**src/rtl/iz_param_loader.sv**
```systemverilog
// -----------------------------------------------------------------------------
// iz_param_loader
//
// Byte-serial configuration loader for the Izhikevich neuron core. Framed
// parameter packets arrive over an 8-bit valid/ready stream:
//
//   SYNC_BYTE, a_lo, a_hi, b_lo, b_hi, c_lo, c_hi, d_lo, d_hi [, checksum]
//
// The payload is collected in shadow registers. All four 16-bit parameters
// are committed to the neuron on a single edge, so a partial set is never
// visible. An aborted frame leaves the committed parameters untouched.
//
// Build option:
//   IZ_LOADER_CHECKSUM_EN  When defined, a trailing checksum byte (XOR of
//                          the 8 payload bytes) is expected and checked. A
//                          mismatch aborts the frame. When undefined, the
//                          frame is 9 bytes, COMMIT follows d_hi directly and
//                          load_error only reports timeouts.
//
// Ports:
//   clk           sole clock, rising edge
//   reset_n       asynchronous active-low reset
//   load_data     stream byte
//   load_valid    load_data is valid
//   load_ready    loader can accept a byte (low only during COMMIT)
//   param_a..d    committed model parameters
//   params_ready  committed set is valid; the neuron integrates while high
//   load_busy     frame in progress (state other than IDLE)
//   load_error    one-cycle pulse when a frame is aborted
// -----------------------------------------------------------------------------
module iz_param_loader #(
  parameter int unsigned TIMEOUT_CYCLES = 255,
  parameter logic [15:0] DEF_A          = 16'h0002,
  parameter logic [15:0] DEF_B          = 16'h000D,
  parameter logic [15:0] DEF_C          = 16'hEFC0,
  parameter logic [15:0] DEF_D          = 16'h0200,
  parameter logic [7:0]  SYNC_BYTE      = 8'hA5
) (
  input  logic        clk,
  input  logic        reset_n,
  input  logic [7:0]  load_data,
  input  logic        load_valid,
  output logic        load_ready,
  output logic [15:0] param_a,
  output logic [15:0] param_b,
  output logic [15:0] param_c,
  output logic [15:0] param_d,
  output logic        params_ready,
  output logic        load_busy,
  output logic        load_error
);

  // Gap counter only has to reach TIMEOUT_CYCLES; keep at least one bit so
  // the disabled-timeout build still elaborates cleanly.
  localparam int GAP_W = (TIMEOUT_CYCLES > 1) ? $clog2(TIMEOUT_CYCLES + 1) : 1;

  typedef enum logic [1:0] {
    ST_IDLE   = 2'd0,
    ST_RECV   = 2'd1,
`ifdef IZ_LOADER_CHECKSUM_EN
    ST_CHECK  = 2'd2,
`endif
    ST_COMMIT = 2'd3
  } state_e;

  // ---------------------------------------------------------------------------
  // State
  // ---------------------------------------------------------------------------
  state_e             state_q,        state_d;
  logic [2:0]         byte_idx_q,     byte_idx_d;
  logic [GAP_W-1:0]   gap_q,          gap_d;
  logic [7:0]         shadow_q [8];
  logic [7:0]         shadow_d [8];
  logic               ready_save_q,   ready_save_d;
  logic [15:0]        param_a_q,      param_a_d;
  logic [15:0]        param_b_q,      param_b_d;
  logic [15:0]        param_c_q,      param_c_d;
  logic [15:0]        param_d_q,      param_d_d;
  logic               params_ready_q, params_ready_d;
  logic               load_ready_q,   load_ready_d;
  logic               load_busy_q,    load_busy_d;
  logic               load_error_q,   load_error_d;
`ifdef IZ_LOADER_CHECKSUM_EN
  logic [7:0]         xor_q,          xor_d;
`endif

  logic accept;
  logic timeout_hit;
  logic abort;

  // load_ready is a registered output, so acceptance never depends
  // combinationally on the upstream valid.
  assign accept = load_valid && load_ready_q;

  // Abort happens on the edge where the idle count would reach
  // TIMEOUT_CYCLES. It is only evaluated when no byte is accepted, so a byte
  // landing on that exact edge wins and restarts the count.
  assign timeout_hit = (TIMEOUT_CYCLES != 0) &&
                       ((32'(gap_q) + 32'd1) == TIMEOUT_CYCLES);

  // ---------------------------------------------------------------------------
  // Next-state logic
  // ---------------------------------------------------------------------------
  // NOTE: every _d signal takes its _q value first, so no path through the
  // case statement can leave one unassigned and infer a latch.
  always_comb begin
    state_d        = state_q;
    byte_idx_d     = byte_idx_q;
    gap_d          = gap_q;
    shadow_d       = shadow_q;
    ready_save_d   = ready_save_q;
    param_a_d      = param_a_q;
    param_b_d      = param_b_q;
    param_c_d      = param_c_q;
    param_d_d      = param_d_q;
    params_ready_d = params_ready_q;
    load_error_d   = 1'b0;
    abort          = 1'b0;
`ifdef IZ_LOADER_CHECKSUM_EN
    xor_d          = xor_q;
`endif

    case (state_q)
      ST_IDLE: begin
        gap_d = '0;
        // Non-sync bytes are swallowed silently: line noise between frames.
        if (accept && (load_data == SYNC_BYTE)) begin
          state_d        = ST_RECV;
          byte_idx_d     = 3'd0;
          // Hold the neuron during the reload, but remember the previous
          // readiness so an aborted frame can restore it.
          ready_save_d   = params_ready_q;
          params_ready_d = 1'b0;
`ifdef IZ_LOADER_CHECKSUM_EN
          xor_d          = 8'h00;
`endif
        end
      end

      ST_RECV: begin
        // A sync value in here is plain payload; there is no resync.
        if (accept) begin
          shadow_d[byte_idx_q] = load_data;
          byte_idx_d           = byte_idx_q + 3'd1;
          gap_d                = '0;
`ifdef IZ_LOADER_CHECKSUM_EN
          xor_d                = xor_q ^ load_data;
`endif
          if (byte_idx_q == 3'd7) begin
`ifdef IZ_LOADER_CHECKSUM_EN
            state_d = ST_CHECK;
`else
            state_d = ST_COMMIT;
`endif
          end
        end else if (timeout_hit) begin
          abort = 1'b1;
        end else if (gap_q != {GAP_W{1'b1}}) begin
          gap_d = gap_q + GAP_W'(1);
        end
      end

`ifdef IZ_LOADER_CHECKSUM_EN
      ST_CHECK: begin
        if (accept) begin
          gap_d = '0;
          if (load_data == xor_q) begin
            state_d = ST_COMMIT;
          end else begin
            abort = 1'b1;
          end
        end else if (timeout_hit) begin
          abort = 1'b1;
        end else if (gap_q != {GAP_W{1'b1}}) begin
          gap_d = gap_q + GAP_W'(1);
        end
      end
`endif

      ST_COMMIT: begin
        // Single edge: all four words and the ready flag move together.
        param_a_d      = {shadow_q[1], shadow_q[0]};
        param_b_d      = {shadow_q[3], shadow_q[2]};
        param_c_d      = {shadow_q[5], shadow_q[4]};
        param_d_d      = {shadow_q[7], shadow_q[6]};
        params_ready_d = 1'b1;
        state_d        = ST_IDLE;
      end

      default: begin
        state_d = ST_IDLE;
      end
    endcase

    // Common abort path for checksum mismatch and timeout. Committed
    // parameters are left alone; only the staging data is thrown away.
    if (abort) begin
      state_d        = ST_IDLE;
      load_error_d   = 1'b1;
      params_ready_d = ready_save_q;
      gap_d          = '0;
      shadow_d       = '{default: 8'h00};
    end

    // Status outputs are registered from the next state so they line up
    // with the state they describe.
    load_ready_d = (state_d != ST_COMMIT);
    load_busy_d  = (state_d != ST_IDLE);
  end

  // ---------------------------------------------------------------------------
  // Registers
  // ---------------------------------------------------------------------------
  // NOTE: non-blocking assignments here so every flop samples the values from
  // before the edge, independent of statement order.
  always_ff @(posedge clk or negedge reset_n) begin
    if (!reset_n) begin
      state_q        <= ST_IDLE;
      byte_idx_q     <= 3'd0;
      gap_q          <= '0;
      // NOTE: the shadow array is only 8 bytes of flops, so it is reset along
      // with everything else; a stale payload can never leak into a commit.
      shadow_q       <= '{default: 8'h00};
      ready_save_q   <= 1'b0;
      param_a_q      <= DEF_A;
      param_b_q      <= DEF_B;
      param_c_q      <= DEF_C;
      param_d_q      <= DEF_D;
      params_ready_q <= 1'b0;
      load_ready_q   <= 1'b1;
      load_busy_q    <= 1'b0;
      load_error_q   <= 1'b0;
`ifdef IZ_LOADER_CHECKSUM_EN
      xor_q          <= 8'h00;
`endif
    end else begin
      state_q        <= state_d;
      byte_idx_q     <= byte_idx_d;
      gap_q          <= gap_d;
      shadow_q       <= shadow_d;
      ready_save_q   <= ready_save_d;
      param_a_q      <= param_a_d;
      param_b_q      <= param_b_d;
      param_c_q      <= param_c_d;
      param_d_q      <= param_d_d;
      params_ready_q <= params_ready_d;
      load_ready_q   <= load_ready_d;
      load_busy_q    <= load_busy_d;
      load_error_q   <= load_error_d;
`ifdef IZ_LOADER_CHECKSUM_EN
      xor_q          <= xor_d;
`endif
    end
  end

  // ---------------------------------------------------------------------------
  // Outputs
  // ---------------------------------------------------------------------------
  assign load_ready   = load_ready_q;
  assign param_a      = param_a_q;
  assign param_b      = param_b_q;
  assign param_c      = param_c_q;
  assign param_d      = param_d_q;
  assign params_ready = params_ready_q;
  assign load_busy    = load_busy_q;
  assign load_error   = load_error_q;

endmodule

```
**config.mk**
```make
export PLATFORM = sky130hd
export DESIGN_NAME = iz_param_loader
export DESIGN_NICKNAME = d
export VERILOG_FILES = /design/src/rtl/iz_param_loader.sv
export SDC_FILE = /design/constraint.sdc
export NUM_CORES = 1
export LEC_CHECK = 0
export ABC_AREA = 1
export CAP_MARGIN = 20
export CORE_UTILIZATION = 45
export DETAILED_ROUTE_END_ITERATION = 10
export PLACE_DENSITY = 0.71
export SYNTH_ARGS = -nofsm -noshare
export SYNTH_HDL_FRONTEND = slang
export SYNTH_SLANG_ARGS = --single-unit
export TNS_END_PERCENT = 50
```
**constraint.sdc**
```tcl
create_clock -name clk -period 4.4 [get_ports clk]
set_input_delay 1.32 -clock clk [delete_from_list [all_inputs] [get_ports clk]]
set_output_delay 1.32 -clock clk [all_outputs]
set_load 0.02 [all_outputs]
```
# Word level (Yosys, flattened, before mapping)
# Cells that the tools add are included.
dict set report totals {
  ff_bits 146
  out_inout_bits 68
  wordCells 79
}
dict set report classes {
  n_addsub 3
  n_lt_le_gt_ge 2
  eq_ne 12
  mux 26
  bitwise_logic 1
  n_reduce_logical 15
}
# cell count
set ops {}
lappend ops {{2-to-1 mux 64 bit} 3}
lappend ops {{bitwise mux 64 bit} 1}
lappend ops {{2-to-1 mux 8 bit} 5}
lappend ops {{demux 8 bit (select 3 bit)} 1}
lappend ops {{case mux 8 bit (2 select lines)} 1}
lappend ops {{adder 8 x 1 -> 9 bit, second input constant} 1}
lappend ops {{equality test 9 x 8 -> 1 bit, second input constant} 1}
lappend ops {{adder 8 x 1 -> 8 bit, second input constant} 1}
lappend ops {{equality test 8 bit, second input constant} 1}
lappend ops {{2-to-1 mux 2 bit} 4}
lappend ops {{inequality test 4 bit, second input constant} 2}
lappend ops {{inequality test 8 bit, second input constant} 1}
lappend ops {{nonzero test 2 bit} 4}
lappend ops {{2-to-1 mux 1 bit} 6}
lappend ops {{2-to-1 mux 3 bit} 2}
lappend ops {{inequality test 2 bit, second input constant} 3}
lappend ops {{case mux 3 bit (2 select lines)} 1}
lappend ops {{AND reduction 2 bit} 3}
lappend ops {{AND reduction 3 bit} 2}
lappend ops {{nonzero test 3 bit} 2}
lappend ops {{greater-or-equal comparator 4 bit, second input constant} 1}
lappend ops {{less-than comparator 4 x 1 -> 1 bit, second input constant} 1}
lappend ops {{inverter 3 -> 4 bit} 1}
lappend ops {{case mux 2 bit (2 select lines)} 1}
lappend ops {{other kinds (8)} 10}

# Depth between registers and ports, before layout
# Gate-level depths: netlist (run 1).
dict set report depth {
  word_depth 9
  mapped_depth 12
  depth_no_buf 11
}

# Worst setup path before layout (run 1)
# Ideal clock, no wire load.
dict set report synth_timing {
  kind {input port to flip-flop}
  startpoint {input load_valid}
  endpoint {register shadow_q[37] (netlist bit)}
  setup_time_ns 0.113
  arrival_ns 2.313
  required_ns 4.287
  path_slack_ns 1.974
  cell_stages 8
  n_path_buf 1
  cell_sequence {nand2_1 > nor2_4 > inv_2 > nor4_4 > buf_6 > o21ai_0 > nand2_1 > inv_1}
}
dict set report synth_via {
  elab_chain_len 5
  elab_cells_between_ends 7
  cone_classes {3 x mux; 4 x reduce/logical}
}
# item line_no
set synth_lines {}
lappend synth_lines {{from (decl)} 42} ;# input logic load_valid,
lappend synth_lines {{logical AND 1 bit *} 93} ;# assign accept = load_valid && load_ready_q;
lappend synth_lines {{2-to-1 mux 1 bit} 142} ;# if (accept) begin
lappend synth_lines {{2-to-1 mux 1 bit} 123} ;# case (state_q)
lappend synth_lines {{nonzero test 2 bit (no line)} --}
lappend synth_lines {{AND reduction 2 bit (no line)} --}
lappend synth_lines {{to (signal assigned)} 240} ;# shadow_q <= shadow_d;
lappend synth_lines {{to (decl)} 72} ;# logic [7:0] shadow_q [8];
# Mark *: on every way between the ends. The rest lies on a longest branch, timed or not.
# A chain may end at the register's enable or synchronous reset.

# Worst setup path after layout (run 1)
dict set report layout_timing {
  startpoint {input load_valid}
  endpoint {register shadow_q[28] (netlist bit)}
}
# Same word-level chain as after synthesis.

==> impl_metrics.tcl, run 1 <==
set metrics [dict create \
    synth_top_area_share_pct 52.7 \
    via_count 4456 \
    cts-buffers-inserted 17 \
    grt-ovfl-total 0 \
    area_growth_pct 23.8 \
    timing.final.crit_period_ns 2.95 \
    synth.distinct_cells 25 \
    routed_via_density 4.89 \
    maxSlewViolCount 0 \
    drcViolationCount 0 \
    ys_seq_elements 146 \
    cts_tree "yes" \
    nFillCells 1120 \
    synthesis.area_um2 6220 \
    die_y_um 120 \
    antennaDiodeCount 0 \
    dieArea_um2 14300 \
    antenna_found_initial 0 \
    drive_gt1_share_pct 15.5 \
    end_kind "register" \
    initial_core_util_pct 46.6 \
    status "finished clean" \
    seq_area_frac_synth_pct 59.1 \
    synth_edf_count 0 \
    max_slew_margin_pct 48.6 \
    ant_nets 0 \
    p_leak_nw 4.01 \
    cts.path.max_buffers 2 \
    utilization_pct 57.7 \
    hpwlAfterDp_mm 8.44 \
    worst_slew_pin_slew_ns 0.770 \
    wl_per_cell_um 14.4 \
    wl_mm 13.1 \
    setup_tns_ns 0 \
    synthTopCellsByArea "dfrtp_1 (53%), nand2_1 (11%), mux2_2 (8.7%)" \
    power.net_switching_mw 0.783 \
    synth_area_per_cell_um2 9.61 \
    min_period_over_period_pct 67.0 \
    cts_sinks 146 \
    core_region_area_um2 13300 \
    synth_flop_cell "dfrtp_1" \
    internal-power_mw 2.38 \
    vdd_drop_max_mv 0.264 \
    synth_cells 647 \
    place_congestion 0.815 \
    power_switching_share_pct 24.8 \
    setup_viol 0 \
    rsz0062_at_grt "false" \
    post_cts_buffers 0 \
    ys_top_cells_by_count "nand2_1 (189), dfrtp_1 (131), inv_1 (100), o21ai_0 (87), mux2_2 (48)" \
    synth_nets 662 \
    grt_pass1_vias 4408 \
    crit_type "input pin to register" \
    synth_most_common_cell "nand2_1" \
    cp_data_arrival_time_ns 3.31 \
    yosysTopAreaCell "dfrtp_1" \
    grt_max_degree 86 \
    hold_class "register to register" \
    p_comb_share_pct 7.5 \
    required_ns 4.76 \
    fmax_mhz 339 \
    num_rows 42 \
    fp.dieW_um 120 \
    place_ws_ns 1.10 \
    ys_warn_count 0 \
    grt_pass1_wl_mm 22.0 \
    power_density_nw_per_um2 411 \
    fin_nets 737 \
    synthArstFlopShare_pct 100 \
    first_iter_violations 255 \
    io_pins 79 \
    setup_slack_ns 1.45 \
    clkPwrFrac_pct 45.1 \
    cts_hold_buf 0 \
    fin_skew_ns 0.0127 \
    cts.clk_slew.worst_paths_ns 0.06 \
    cts_root_buffer "clkbuf_16" \
    grt_usage_pct 20.1 \
    cp_max_fo 16 \
    max_cap_violations 0 \
    dr.pass1.iters 5 \
    htreeDepth 4 \
    portBuffers 78 \
    setup.worst_path.start_class "input pin" \
    cts_resized 0 \
    finalHoldViolations 0 \
    seq_power_share_pct 47.5 \
    insertion_delay_ns 0.42 \
]
==> stage by stage <==
stage	power (mW)	instances	hold slack (ns)	area, µm²
floorplan	1.66	647	0.453	6220
global placement	1.74	879	0.470	7110
CTS	3.19	911	0.492	7700
detailed placement	1.76	879	0.477	7110
global route	3.30	911	0.511	7700
finish	3.16	911	0.484	7700
==> kinds of logic after synthesis <==
logic type	after synthesis	synth area share, %
and+or+nand+nor	225	15.2
DFF	146	59.1
buffers and inverters	132	8.77
AOI/OAI and AO/OA	92	7.51
muxes	48	8.69
adders and majority gates	4	0.805
==> cell type report <==
cell class,instances,area (µm²),area share (%)
tap,176,220,2.86
multi-input combinational,369,2000,26.0
timing repair buffer,81,817,10.6
sequential,146,3670,47.7
clock buffer,20,457,5.93
inverter,107,402,5.22
clock inverter,12,129,1.67
==> registers in the layout, summed over array words and instances, names as in the netlist, 2 cells and up <==
register,count
param_c,16
byte_idx_q,3
shadow_q,64
state_q,2
param_b,16
gap_q,8
param_a,16
param_d,16
==> power groups by stage <==
stage | Clock [mW] | Sequential (mW) | Combinational (mW)
2_1_floorplan | 0 | 1.49 | 0.170
3_3_place_gp | 0 | 1.52 | 0.226
3_5_place_dp | 0 | 1.52 | 0.234
4_1_cts | 1.45 | 1.50 | 0.238
5_1_grt | 1.51 | 1.51 | 0.281
6_report | 1.42 | 1.50 | 0.236
==> path summary, 6_finish.rpt <==
| path | cells after the start | to | slack (ns) | startpoint |
|---|---|---|---|---|
| min reg2reg | 2 | param_d[6] | 0.48 | param_d[6] |
| max | 7 | shadow_q[28] | 1.45 | load_valid |
| max in group asynchronous | 2 | param_d[9] | 2.59 | reset_n |
| min in group asynchronous | 1 | param_c[1] | 0.93 | reset_n |
| min | 2 | param_d[6] | 0.48 | param_d[6] |
| max reg2reg | 11 | params_ready | 2.28 | gap_q[0] |
==> routing by layer <==
layer	vias to the layer above	GRT usage (%)	part of all wire, %	wire length, µm
li1	2174	-	-	-
met1	2143	26.8	46	6010
met2	118	31.4	48	6250
met3	21	4.47	4.0	517
met4	0	9.30	2.3	304
met5	-	0	0	0
==> cells in the final DEF (no fill, tap or decap), types with 3 or more instances in the layout <==
cell and instances:
clkbuf_16 17, clkdlybuf4s50_1 77, clkinv_2 4, clkinvlp_4 3
dfrtp_1 131, dfstp_2 15, ha_1 4, inv_1 100
inv_2 7, inv_6 3, mux2_2 48, nand2_1 188
nand3_1 8, nand4_1 9, nor2_1 6, nor3_1 3
o21ai_0 87
==> critical path: stages <==
cell	delay (ns)
clkdlybuf4s50_1	0.46
nand2_1	0.16
nor2_4	0.27
nand4_1	0.52
o21ai_0	0.40
nand2_1	0.10
inv_1	0.08
Note: power is estimated with default switching activity, not from simulation.
==> inputs of run 2 (changes only) <==
==> constraint.sdc (replaced) <==
create_clock -name clk -period 2.76 [get_ports clk]
set_input_delay 0.828 -clock clk [delete_from_list [all_inputs] [get_ports clk]]
set_output_delay 0.828 -clock clk [all_outputs]
set_load 0.02 [all_outputs]
==> impl_metrics.tcl, run 2 (same netlist as run 1, synthesis figures left out) <==
set metrics [dict create \
    status "finished clean" \
    grt_use_met3_pct 5.13 \
    final_cell_mix "nand2_1 (188), dfrtp_1 (131), inv_1 (100)" \
    rrSetupSlack_ns 0.86 \
    grt_usage_pct 20.5 \
    num_rows 42 \
    power.net_switching_mw 1.27 \
    placed_cell_area_um2 7250 \
    drive_gt1_share_pct 16.8 \
    largest_register "shadow_q" \
    crit_start "load_ready" \
    hold_ws_ns 0.390 \
    setup_tns_ns 0 \
    routed_via_density 4.93 \
    p_leak_nw 4.09 \
    path_depth 1 \
    power_switching_share_pct 25.1 \
    antennaDiodeCount 0 \
    maxSlewViolCount 0 \
    place_congestion 0.749 \
    ant_nets 0 \
    die_y_um 120 \
    area_growth_pct 25.9 \
    timing.final.crit_period_ns 2.39 \
    internal-power_mw 3.77 \
    rsz0062_at_grt "false" \
    r2r_start "gap_q[0]" \
    cts.path.max_buffers 2 \
    cts_hold_buf 0 \
    totalPowerFinal_mw 5.03 \
    r2r_end "gap_q[5]" \
    layout_commonest_cell "nand2_1" \
    first_iter_violations 279 \
    io_pins 79 \
    grt_pass1_vias 4522 \
    final_area_um2 7830 \
    setup.worst_path.start_class "register" \
    cp_max_fo 2 \
    vdd_drop_max_mv 0.368 \
    wl_per_cell_um 14.3 \
    path_buf_inv 1 \
    setup_viol 0 \
    max_slew_margin_pct 61.6 \
    cts_sinks 146 \
    power_density_nw_per_um2 643 \
    grt_max_degree 67 \
    via_count 4558 \
    critical_path.top_delay_family "buffers and inverters" \
    max_stage_delay_ns 0.60 \
    hold_class "input pin to async pin" \
    placed_cells 892 \
    cp_data_arrival_time_ns 1.56 \
    worst_slew_pin_slew_ns 0.575 \
    endpoint "load_ready" \
    max_cap_violations 0 \
    core_region_area_um2 13300 \
    fin_nets 750 \
    initial_core_util_pct 46.6 \
    antenna_found_initial 0 \
    drcViolationCount 0 \
    setup_slack_ns 0.374 \
    cts-buffers-inserted 17 \
    htreeDepth 4 \
    slowest_stage "clkdlybuf4s50_1" \
    grt_busiest_layer "met2" \
    fmax_mhz 419 \
    required_ns 1.93 \
    utilization_pct 58.7 \
    place_ws_ns 0.121 \
    globalRouteMet1Util_pct 26.8 \
    fp.dieW_um 120 \
    portBuffers 78 \
    dieArea_um2 14300 \
    grt_pass1_wl_mm 22.6 \
    hpwlAfterDp_mm 8.57 \
    cp_cell_sequence "clkdlybuf4s50_1" \
    post_cts_buffers 0 \
    min_period_over_period_pct 86.4 \
    cts_root_buffer "clkbuf_16" \
    end_kind "output pin" \
    seq_power_share_pct 47.4 \
    fin_skew_ns 0.00658 \
    crit_type "register to output pin" \
    cts.clk_slew.worst_paths_ns 0.06 \
    wl_mm 13.2 \
    insertion_delay_ns 0.42 \
    clkPwrFrac_pct 44.8 \
    cts_resized 0 \
    grt-ovfl-total 0 \
    final_cells 924 \
    reg2reg_depth 8 \
    dr.pass1.iters 6 \
    grtUsageMet2_pct 33.6 \
    p_comb_share_pct 7.8 \
    largest_reg_flops 64 \
    finalHoldViolations 0 \
    cts_tree "yes" \
]
run 2: cell types whose count changed in the layout (fill, tap and decap cells not counted), sizes merged:
cell / delta
buf: +13
inv: +2
clkbuf: -1
clkinvlp: -1
run 2: power groups by stage:
| stage | Clock (mW) | Combinational, mW | Sequential (mW) |
|---|---|---|---|
| after floorplan | 0 | 0.271 | 2.37 |
| after global placement | 0 | 0.370 | 2.42 |
| after detailed placement | 0 | 0.392 | 2.42 |
| after CTS | 2.29 | 0.401 | 2.38 |
| after global routing | 2.39 | 0.470 | 2.40 |
| final | 2.26 | 0.394 | 2.38 |
run 2: how the worst min path moves through the flow:
stage / startpoint / to / slack (ns) / cells after the start
2_1_floorplan: ready_save_q / ready_save_q / 0.45 / 2
3_3_place_gp: ready_save_q / ready_save_q / 0.47 / 2
3_5_place_dp: param_d[2] / param_d[2] / 0.47 / 2
4_1_cts: reset_n / param_c[1] / 0.41 / 1
5_1_grt: reset_n / param_c[4] / 0.42 / 1
6_report: reset_n / param_c[4] / 0.39 / 1
run 2: area by class of cell:
cell class | instances | area [µm²]
Sequential cell | 146 | 3670
Multi-Input combinational cell | 369 | 2000
Inverter | 107 | 402
Clock buffer | 19 | 433
Timing Repair Buffer | 94 | 952
Tap cell | 176 | 220
Clock inverter | 13 | 149
Fill cell | 1129 | 5520
run 2: per-layer routing:
layer  vias to the layer above  share of wire, %
met1                      2227                45
met2                       119                50
li1                       2196                 -
met5                         -                 0
met3                        16               4.7
met4                         0               1.2
==> inputs of run 3 (changes only) <==
--- a/config.mk
+++ b/config.mk
@@ -6,7 +6,7 @@
 export NUM_CORES = 1
 export LEC_CHECK = 0
 export ABC_AREA = 1
-export CAP_MARGIN = 20
+export CAP_MARGIN = 10
 export CORE_UTILIZATION = 45
 export DETAILED_ROUTE_END_ITERATION = 10
 export PLACE_DENSITY = 0.71
==> results of run 3 <==
The final DEF is identical to that of run 2; final timing and power are the same.
